**src/rtl/mcs6530_bus_initiator.sv**
```systemverilog
// Queued bus initiator for an MCS6530-style responder: commands are buffered in a
// small FIFO and replayed as fixed-timing read/write bus cycles clocked by phi2.
module mcs6530_bus_initiator #(
    parameter int FIFO_DEPTH = 4
) (
    input  logic        phi2,
    input  logic        rst,
    input  logic        cmd_valid,
    output logic        cmd_ready,
    input  logic        cmd_we,
    input  logic        cmd_rs_n,
    input  logic [9:0]  cmd_addr,
    input  logic [7:0]  cmd_wdata,
    output logic        rsp_valid,
    input  logic        rsp_ready,
    output logic [7:0]  rsp_rdata,
    output logic [9:0]  bus_a,
    output logic        bus_rs_n,
    output logic        bus_we_n,
    output logic [7:0]  bus_db_o,
    output logic        bus_db_oe,
    input  logic [7:0]  bus_db_i,
    output logic        busy,
    output logic [15:0] rd_count,
    output logic [15:0] wr_count
);

    localparam int PTR_W   = $clog2(FIFO_DEPTH);
    localparam int ENTRY_W = 20;
    localparam logic [PTR_W:0] FULL_COUNT = (PTR_W + 1)'(FIFO_DEPTH);

    typedef enum logic [2:0] {
        IDLE,
        ADDR,
        HOLD,
        CAPT,
        RESP
    } state_t;

    state_t state_q, state_d;

    logic [ENTRY_W-1:0] fifo_mem_q [FIFO_DEPTH];
    logic [PTR_W-1:0]   wr_ptr_q;
    logic [PTR_W-1:0]   rd_ptr_q;
    logic [PTR_W:0]     count_q;

    logic [9:0]  bus_a_q, bus_a_d;
    logic        bus_rs_n_q, bus_rs_n_d;
    logic        bus_we_n_q, bus_we_n_d;
    logic [7:0]  bus_db_o_q, bus_db_o_d;
    logic        bus_db_oe_q, bus_db_oe_d;
    logic        cur_we_q, cur_we_d;
    logic        rsp_valid_q, rsp_valid_d;
    logic [7:0]  rsp_rdata_q, rsp_rdata_d;
    logic [15:0] rd_count_q, rd_count_d;
    logic [15:0] wr_count_q, wr_count_d;

    logic               fifo_empty;
    logic               push;
    logic               pop;
    logic [ENTRY_W-1:0] head;
    logic               head_we;
    logic               head_rs_n;
    logic [9:0]         head_addr;
    logic [7:0]         head_wdata;

    // Ready depends only on the stored fill level, so a pop in a full cycle cannot admit a push.
    assign fifo_empty = (count_q == '0);
    assign cmd_ready  = (count_q != FULL_COUNT);
    assign push       = cmd_valid & cmd_ready;
    assign pop        = (state_q == IDLE) && !fifo_empty;

    assign head       = fifo_mem_q[rd_ptr_q];
    assign head_we    = head[19];
    assign head_rs_n  = head[18];
    assign head_addr  = head[17:8];
    assign head_wdata = head[7:0];

    always_ff @(posedge phi2) begin
        if (rst) begin
            wr_ptr_q <= '0;
            rd_ptr_q <= '0;
            count_q  <= '0;
        end else begin
            if (push) begin
                fifo_mem_q[wr_ptr_q] <= {cmd_we, cmd_rs_n, cmd_addr, cmd_wdata};
                wr_ptr_q             <= wr_ptr_q + 1'b1;
            end
            if (pop) begin
                rd_ptr_q <= rd_ptr_q + 1'b1;
            end
            case ({push, pop})
                2'b10:   count_q <= count_q + 1'b1;
                2'b01:   count_q <= count_q - 1'b1;
                default: count_q <= count_q;
            endcase
        end
    end

    always_ff @(posedge phi2) begin
        if (rst) begin
            state_q     <= IDLE;
            bus_a_q     <= '0;
            bus_rs_n_q  <= 1'b1;
            bus_we_n_q  <= 1'b1;
            bus_db_o_q  <= '0;
            bus_db_oe_q <= 1'b0;
            cur_we_q    <= 1'b0;
            rsp_valid_q <= 1'b0;
            rsp_rdata_q <= '0;
            rd_count_q  <= '0;
            wr_count_q  <= '0;
        end else begin
            state_q     <= state_d;
            bus_a_q     <= bus_a_d;
            bus_rs_n_q  <= bus_rs_n_d;
            bus_we_n_q  <= bus_we_n_d;
            bus_db_o_q  <= bus_db_o_d;
            bus_db_oe_q <= bus_db_oe_d;
            cur_we_q    <= cur_we_d;
            rsp_valid_q <= rsp_valid_d;
            rsp_rdata_q <= rsp_rdata_d;
            rd_count_q  <= rd_count_d;
            wr_count_q  <= wr_count_d;
        end
    end

    // Bus pins are registered: each state decides what they show after the coming edge.
    always_comb begin
        state_d     = state_q;
        bus_a_d     = bus_a_q;
        bus_rs_n_d  = bus_rs_n_q;
        bus_we_n_d  = bus_we_n_q;
        bus_db_o_d  = bus_db_o_q;
        bus_db_oe_d = bus_db_oe_q;
        cur_we_d    = cur_we_q;
        rsp_valid_d = rsp_valid_q;
        rsp_rdata_d = rsp_rdata_q;
        rd_count_d  = rd_count_q;
        wr_count_d  = wr_count_q;

        case (state_q)
            IDLE: begin
                if (!fifo_empty) begin
                    state_d    = ADDR;
                    cur_we_d   = head_we;
                    bus_a_d    = head_addr;
                    bus_rs_n_d = head_rs_n;
                    bus_we_n_d = ~head_we;
                    if (head_we) begin
                        bus_db_o_d  = head_wdata;
                        bus_db_oe_d = 1'b1;
                    end
                end
            end
            ADDR: begin
                state_d = HOLD;
            end
            HOLD: begin
                if (cur_we_q) begin
                    state_d     = IDLE;
                    bus_db_oe_d = 1'b0;
                    bus_we_n_d  = 1'b1;
                    bus_rs_n_d  = 1'b1;
                    wr_count_d  = wr_count_q + 16'd1;
                end else begin
                    state_d = CAPT;
                end
            end
            CAPT: begin
                state_d     = RESP;
                rsp_rdata_d = bus_db_i;
                rsp_valid_d = 1'b1;
                rd_count_d  = rd_count_q + 16'd1;
                bus_rs_n_d  = 1'b1;
            end
            RESP: begin
                if (rsp_ready) begin
                    rsp_valid_d = 1'b0;
                    state_d     = IDLE;
                end
            end
            default: begin
                state_d = IDLE;
            end
        endcase
    end

    assign rsp_valid = rsp_valid_q;
    assign rsp_rdata = rsp_rdata_q;
    assign bus_a     = bus_a_q;
    assign bus_rs_n  = bus_rs_n_q;
    assign bus_we_n  = bus_we_n_q;
    assign bus_db_o  = bus_db_o_q;
    assign bus_db_oe = bus_db_oe_q;
    assign rd_count  = rd_count_q;
    assign wr_count  = wr_count_q;
    assign busy      = !fifo_empty || (state_q != IDLE);

endmodule

```
**config.mk**
```make
export PLATFORM = sky130hd
export DESIGN_NAME = mcs6530_bus_initiator
export DESIGN_NICKNAME = d
export VERILOG_FILES = /design/src/rtl/mcs6530_bus_initiator.sv
export SDC_FILE = /design/constraint.sdc
export NUM_CORES = 1
export LEC_CHECK = 0
export ABC_AREA = 1
export ABC_CLOCK_PERIOD_IN_PS = 2700
export CAP_MARGIN = 20
export CORE_MARGIN = 1
export CORE_UTILIZATION = 54
export DETAILED_ROUTE_END_ITERATION = 6
export HOLD_SLACK_MARGIN = 0.08
export PLACE_DENSITY = 0.84
export SYNTH_ARGS = -nofsm -noshare
export SYNTH_HDL_FRONTEND = slang
export SYNTH_SLANG_ARGS = --single-unit
```
**constraint.sdc**
```tcl
create_clock -name phi2 -period 2.7 [get_ports phi2]
set_input_delay 0.405 -clock phi2 [delete_from_list [all_inputs] [get_ports phi2]]
set_output_delay 0.405 -clock phi2 [all_outputs]
set_load 0.02 [all_outputs]
```
==> results of run 1 <==
cell families after synthesis:
| kind of cell | count (synthesis) |
|---|---|
| DFF | 155 |
| buffers and inverters | 74 |
| adders and majority gates | 8 |
| xor gates and xnor gates | 4 |
| and+or+nand+nor | 244 |
| AOI/OAI and AO/OA | 149 |
metrics by stage:
step	total power [W]	worst slack, ps	instance area [sq um]	instances
6_report	0.00729	294	7850	885
5_1_grt	0.00766	134	7850	885
3_3_place_gp	0.00503	568	7310	854
3_5_place_dp	0.00513	519	7310	854
2_1_floorplan	0.00439	486	6220	634
4_1_cts	0.00732	275	7850	885
power by group through the flow:
stage	sequential, W	combinational, W	clock (W)
6_report	0.00296	0.00215	0.00218
5_1_grt	0.00299	0.00238	0.00228
4_1_cts	0.00296	0.00216	0.00220
3_5_place_dp	0.00300	0.00213	0
3_3_place_gp	0.00299	0.00204	0
2_1_floorplan	0.00316	0.00123	0
state kept, by name, indices dropped and copies added, names as in the netlist, named ones only:
signal      count
rd_count       16
fifo_mem_q     80
state_q         3
wr_ptr_q        2
count_q         3
rd_ptr_q        2
rsp_valid       1
rsp_rdata       8
cur_we_q        1
bus_a          10
bus_we_n        1
bus_rs_n        1
bus_db_o        8
wr_count       16
bus_db_oe       1
cells in the mapped netlist, types with 8 or more instances:
cell	number	area share, %
a21oi_1	38	3.1
a31oi_1	10	1.0
buf_2	9	0.72
clkbuf_1	13	0.78
dfxtp_1	75	24
edfxtp_1	80	39
inv_1	44	2.7
nand2_1	58	3.5
nand3_1	15	1.2
nand4_1	11	1.1
nor2_1	135	8.1
o21ai_0	70	5.6
o21ai_1	17	1.4
o22ai_1	8	0.80
how the worst min path moves through the flow:
stage               cells past startpoint                     start  slack (ps)                       end
finish                                  2    rsp_valid$_SDFFE_PP0P_         470    rsp_valid$_SDFFE_PP0P_
global route                            2    rsp_valid$_SDFFE_PP0P_         500    rsp_valid$_SDFFE_PP0P_
CTS                                     2    rsp_valid$_SDFFE_PP0P_         470    rsp_valid$_SDFFE_PP0P_
detailed placement                      2    rsp_valid$_SDFFE_PP0P_         460    rsp_valid$_SDFFE_PP0P_
global placement                        2  rd_ptr_q[1]$_SDFFE_PP0P_         450  rd_ptr_q[1]$_SDFFE_PP0P_
floorplan                               2  rd_ptr_q[1]$_SDFFE_PP0P_         440                 flip-flop
worst reg2reg max path: cells and delay by family (launching register included):
| kind | cells | cell delay, ps |
|---|---|---|
| flops | 1 | 350 |
| fa+ha+maj | 2 | 520 |
| buf+inv | 1 | 70 |
| simple gates | 3 | 490 |
| compound gates | 4 | 560 |
routing by layer:
metal | vias up | wire length (um) | global-route usage (%) | part of all wire, %
met3 | 17 | 965 | 7.11 | 6.9
met4 | 0 | 189 | 9.71 | 1.3
li1 | 2362 | - | - | -
met5 | - | 0 | 0 | 0
met2 | 206 | 7270 | 44.6 | 52
met1 | 2328 | 5570 | 28.7 | 40
final cells by class:
type	instances	area, sq um	area share (%)
flip-flops and latches	155	3900	49.7
multi-input cells	405	2020	25.7
repair buffers	105	1030	13.1
clock buffers	20	447	5.69
inverters	49	185	2.36
well taps	140	175	2.23
clock inverters	11	95.1	1.21
placed cells by master (no fill, tap or decap), types with 11 or more instances in the layout:
| cell | Yosys | final |
|---|---|---|
| nand4_1 | 11 | 11 |
| o21ai_1 | 17 | 17 |
| nand3_1 | 15 | 15 |
| a21oi_1 | 38 | 38 |
| clkdlybuf4s50_1 | 0 | 95 |
| dfxtp_1 | 75 | 75 |
| o21ai_0 | 70 | 70 |
| nor2_1 | 135 | 131 |
| nand2_1 | 58 | 58 |
| edfxtp_1 | 80 | 80 |
| inv_1 | 44 | 44 |
| clkbuf_16 | 0 | 17 |
==> results.py, run 1 <==
metrics = {
    "status": {
        "run_status": "finished, final reports clean",
    },
    "setup_path": {
        "critical_path.cell_chain": "nor3_1 -> nand3_1 -> clkdlybuf4s50_1",
        "path_max_fanout": 4,
        "worstSetupStartpoint": "count_q[0]$_SDFFE_PP0P_",
        "critPathCaptureType": "primary output",
        "worstPathArrival_ps": 2000,
        "r2r-end": "count_q[2]$_SDFFE_PP0P_",
        "r2r_cells": 10,
        "path_buf_inv": 1,
        "critPathTopFamily": "simple AND/OR/NAND/NOR gates",
        "r2r_setup_slack_ps": 580,
        "slowest_stage": "clkdlybuf4s50_1",
        "cp.depth": 3,
        "endpoint": "busy",
        "start_kind": "flip-flop",
        "r2r-start": "state_q[0]$_SDFFE_PP0P_",
        "slowest_delay_ps": 610,
        "cp.required_ps": 2300,
        "criticalPathCategory": "reg2out",
    },
    "cells_and_area": {
        "nFillCells": 766,
        "nNetsFinal": 773,
        "finalCoreUtilization_pct": 71.2,
        "syn2layout_area_growth_pct": 26.2,
        "diodes": 0,
        "drive_gt1_share_pct": 7.92,
    },
    "detailed_routing": {
        "via_per_inst": 5.55,
        "ant_nets": 0,
        "num_vias": 4913,
        "drc": 0,
        "drt_iter0_drc": 325,
        "wl_per_cell_um": 15.8,
        "totalWireLength_um": 14000,
        "firstDrtPassIters": 5,
    },
    "placed_design": {
        "portBuffers": 95,
        "hpwl_um": 8510,
        "place_congestion": 0.874,
    },
    "yosys": {
        "synthXorXnorAreaFrac_pct": 0.563,
        "yosys.area_share.simple_pct": 17.4,
        "synth_cell_types": 37,
        "syn_area_sq_um": 6220,
        "async_flop_share_pct": 0,
        "synth_edf_count": 80,
        "synth_fa_ha_area_share_pct": 1.73,
        "ys_seq_area_share_pct": 62.7,
        "ys_ff_latch": 155,
        "synth_top_family_by_area": "simple AND/OR/NAND/NOR gates",
        "ys.flop_type": "edfxtp_1",
        "synth_compound_area_share_pct": 12.6,
        "synth_area_per_cell_sq_um": 9.82,
        "yosysWarnings": 0,
        "syn_inst": 634,
        "synth_fp_nets": 674,
        "synthMuxAreaShare_pct": 0,
    },
    "job": {
        "max_cap_violations": 0,
    },
    "floorplanning": {
        "die_w_um": 109,
        "dieArea_sq_um": 12000,
        "num_rows": 38,
        "core_area_sq_um": 11000,
        "ioPinCount": 96,
        "start_util_pct": 56.4,
        "die_h_um": 109,
    },
    "grt": {
        "grt_start_max_net_pins": 57,
        "grt_pass1_vias": 4742,
        "grt_pass1_wl_um": 22500,
        "grt_overflow": 0,
        "grt_util_all_layers_pct": 25.1,
        "antenna_found_initial": 0,
    },
    "pwr": {
        "p_sw_share_pct": 33.5,
        "ir_worst_vdd_mv": 0.582,
        "powerDensity_nw_per_um2": 928,
        "seq_power_share_pct": 40.7,
        "power.switching_w": 0.00244,
        "power_frac_comb_pct": 29.5,
        "p_int_w": 0.00484,
        "power.leakage_nw": 2.74,
        "clkPwrFrac_pct": 29.9,
    },
    "clock_tree": {
        "insertion_delay_ps": 430,
        "cts.htree.levels": 4,
        "ctsResizeCount": 0,
        "clock-sinks": 155,
        "cts_tree": "yes",
        "post_cts_buffers": 0,
        "cts-root-buf": "clkbuf_16",
        "clk_pin_slew_worst_paths_ps": 60,
        "holdBufCountCts": 0,
        "clock_path_buffers": 2,
        "cts_buffers": 17,
    },
    "timing": {
        "hold_viol_final": 0,
        "setup_viol": 0,
        "relSlewSlack_pct": 59.6,
        "finalCritPeriodShare_pct": 89.1,
        "post-route-min-period_ps": 2410,
        "tightest_slew_ps": 605,
        "fmax_mhz": 416,
        "finalSetupTns_ps": 0,
        "rsz0062_at_grt": "false",
        "hold_slack_ps": 470,
        "drv_slew": 0,
        "fin_skew_ps": 11.2,
    },
    "hold_path": {
        "hold_path.class": "reg2reg",
    },
}
Note: power is estimated with default switching activity, not from simulation.
==> run 2: changes to the inputs <==
--- a/config.mk
+++ b/config.mk
@@ -7,12 +7,13 @@
 export LEC_CHECK = 0
 export ABC_AREA = 1
 export ABC_CLOCK_PERIOD_IN_PS = 2700
-export CAP_MARGIN = 20
+export CAP_MARGIN = 15
 export CORE_MARGIN = 1
-export CORE_UTILIZATION = 54
+export CORE_UTILIZATION = 60
 export DETAILED_ROUTE_END_ITERATION = 6
+export DONT_BUFFER_PORTS = 1
 export HOLD_SLACK_MARGIN = 0.08
-export PLACE_DENSITY = 0.84
+export PLACE_DENSITY = 0.8
 export SYNTH_ARGS = -nofsm -noshare
 export SYNTH_HDL_FRONTEND = slang
 export SYNTH_SLANG_ARGS = --single-unit
==> run 2 against run 1 <==
Against the previous run:
- via count down 6.8%
- final cell count down 8.0%
- global-route usage up 0.70 points
- register-to-register slack worse by 80 ps
- clock power up 6%
- clock skew down 4.8 ps
- die area down 9.8%
==> results.py, run 2 (synthesis results as in run 1) <==
metrics = {
    "cells_and_area": {
        "regMostFlops": "fifo_mem_q",
        "final_area_sq_um": 7240,
        "mostFrequentLayoutCells": "nor2_1 (131), edfxtp_1 (80), dfxtp_1 (75)",
        "nFillCells": 683,
        "layout_commonest_cell": "nor2_1",
        "syn2layout_area_growth_pct": 16.3,
        "drive_gt1_share_pct": 9.69,
        "nNetsFinal": 708,
        "largest_reg_flops": 80,
        "diodes": 0,
    },
    "hold_path": {
        "min_to": "rsp_valid$_SDFFE_PP0P_",
        "whs_path_depth": 3,
        "hold_start": "rsp_ready",
        "hold_path.class": "in2reg",
    },
    "timing": {
        "drv_slew": 0,
        "setup_viol": 0,
        "rsz0062_at_grt": "false",
        "finalCritPeriodShare_pct": 81.6,
        "tightest_slew_ps": 803,
        "hold_viol_final": 0,
        "post-route-min-period_ps": 2200,
        "finalSetupTns_ps": 0,
        "fmax_mhz": 454,
        "relSlewSlack_pct": 46.3,
        "fin_skew_ps": 6.38,
    },
    "setup_path": {
        "path_max_fanout": 5,
        "worstPathArrival_ps": 2610,
        "cp.required_ps": 3110,
        "critPathCaptureType": "flip-flop",
        "r2r-end": "count_q[2]$_SDFFE_PP0P_",
        "worstSetupStartpoint": "count_q[0]$_SDFFE_PP0P_",
        "r2r_setup_slack_ps": 500,
        "start_kind": "flip-flop",
        "r2r_cells": 10,
        "r2r-start": "count_q[0]$_SDFFE_PP0P_",
        "criticalPathCategory": "reg2reg",
    },
    "placed_design": {
        "place_congestion": 0.895,
        "portBuffers": 0,
        "hpwl_um": 7980,
        "placed_cell_area_sq_um": 6350,
    },
    "clock_tree": {
        "cts.htree.levels": 4,
        "clock_path_buffers": 2,
        "ctsResizeCount": 0,
        "clock-sinks": 155,
        "cts-root-buf": "clkbuf_8",
        "clk_pin_slew_worst_paths_ps": 60,
        "insertion_delay_ps": 520,
        "cts_tree": "yes",
        "cts_buffers": 17,
    },
    "detailed_routing": {
        "wl_per_cell_um": 16.3,
        "ant_nets": 0,
        "totalWireLength_um": 13300,
        "via_per_inst": 5.62,
        "firstDrtPassIters": 7,
        "num_vias": 4577,
        "drt_iter0_drc": 289,
        "drc": 0,
    },
    "status": {
        "run_status": "finished, final reports clean",
    },
    "floorplanning": {
        "core_area_sq_um": 9910,
        "start_util_pct": 62.8,
        "num_rows": 36,
        "die_w_um": 104,
        "dieArea_sq_um": 10800,
        "ioPinCount": 96,
        "die_h_um": 104,
    },
    "pwr": {
        "powerDensity_nw_per_um2": 984,
        "ir_worst_vdd_mv": 0.608,
        "power.leakage_nw": 2.54,
    },
    "job": {
        "max_cap_violations": 0,
    },
    "grt": {
        "grt_start_max_net_pins": 57,
        "grt_pass1_vias": 4562,
        "grt_pass1_wl_um": 21600,
        "antenna_found_initial": 0,
        "grt_util_all_layers_pct": 25.8,
        "grt_overflow": 0,
    },
}
run 2: changes by cell type in the layout (fill, tap and decap cells not counted), moves of 2 or more:
cell	delta
clkdlybuf4s50_1	-95
dlygate4sd3_1	+30
clkinv_1	-4
inv_6	+4
clkinvlp_4	+3
clkbuf_1	-2
run 2: final cells by class:
class	instances	area (sq um)	area share [%]
flip-flops and latches	155	3900	53.9
multi-input cells	405	2020	27.9
clock buffers	18	428	5.91
repair buffers	40	375	5.18
inverters	49	185	2.56
well taps	133	166	2.30
clock inverters	14	159	2.19
run 2: metrics by stage:
stage	hold WS (ps)	total power, W	setup WS, ps	util, %	std cells
floorplan	436	0.00439	486	-	634
global placement	448	0.00466	638	64.1	752
detailed placement	459	0.00477	522	64.1	752
CTS	81.8	0.00714	509	73.1	814
global route	130	0.00748	317	73.1	814
finish	105	0.00712	497	73.1	814
run 2: worst max path at each step:
stage | cells past startpoint | end
floorplan | 5 | fifo_mem_q[0][0]$_DFFE_PP_
global placement | 10 | count_q[2]$_SDFFE_PP0P_
detailed placement | 10 | count_q[2]$_SDFFE_PP0P_
CTS | 10 | count_q[2]$_SDFFE_PP0P_
global route | 10 | count_q[2]$_SDFFE_PP0P_
finish | 10 | count_q[2]$_SDFFE_PP0P_
run 2: what timing repair did:
item                      4_1_cts  5_1_grt
buffers inserted                0        0
hold endpoints to repair      105        0
hold buffers                   30        0
run 2: power breakdown:
group	internal [W]	switching (W)	total, W
combinational	0.000509	0.00107	0.00158
sequential	0.00278	0.000439	0.00321
clock	0.00136	0.000967	0.00232
total	0.00464	0.00248	0.00712
run 2: metal layers:
layer / wire length (um) / GRT usage (%) / vias to the layer above
met1: 4930 / 25.8 / 2153
met2: 7150 / 48.8 / 155
li1: - / - / 2240
met3: 961 / 7.77 / 29
met5: 0 / 0 / -
met4: 255 / 11.8 / 0
run 2: worst max-delay path, cell delays in order (launching register included):
cell and delay (ps):
dfxtp_1 330, inv_1 90, nand3_1 270, nand2_1 240
ha_1 170, inv_1 70, fa_1 390, a21oi_1 180
o21ai_0 120, o21ai_0 170, a21oi_1 50
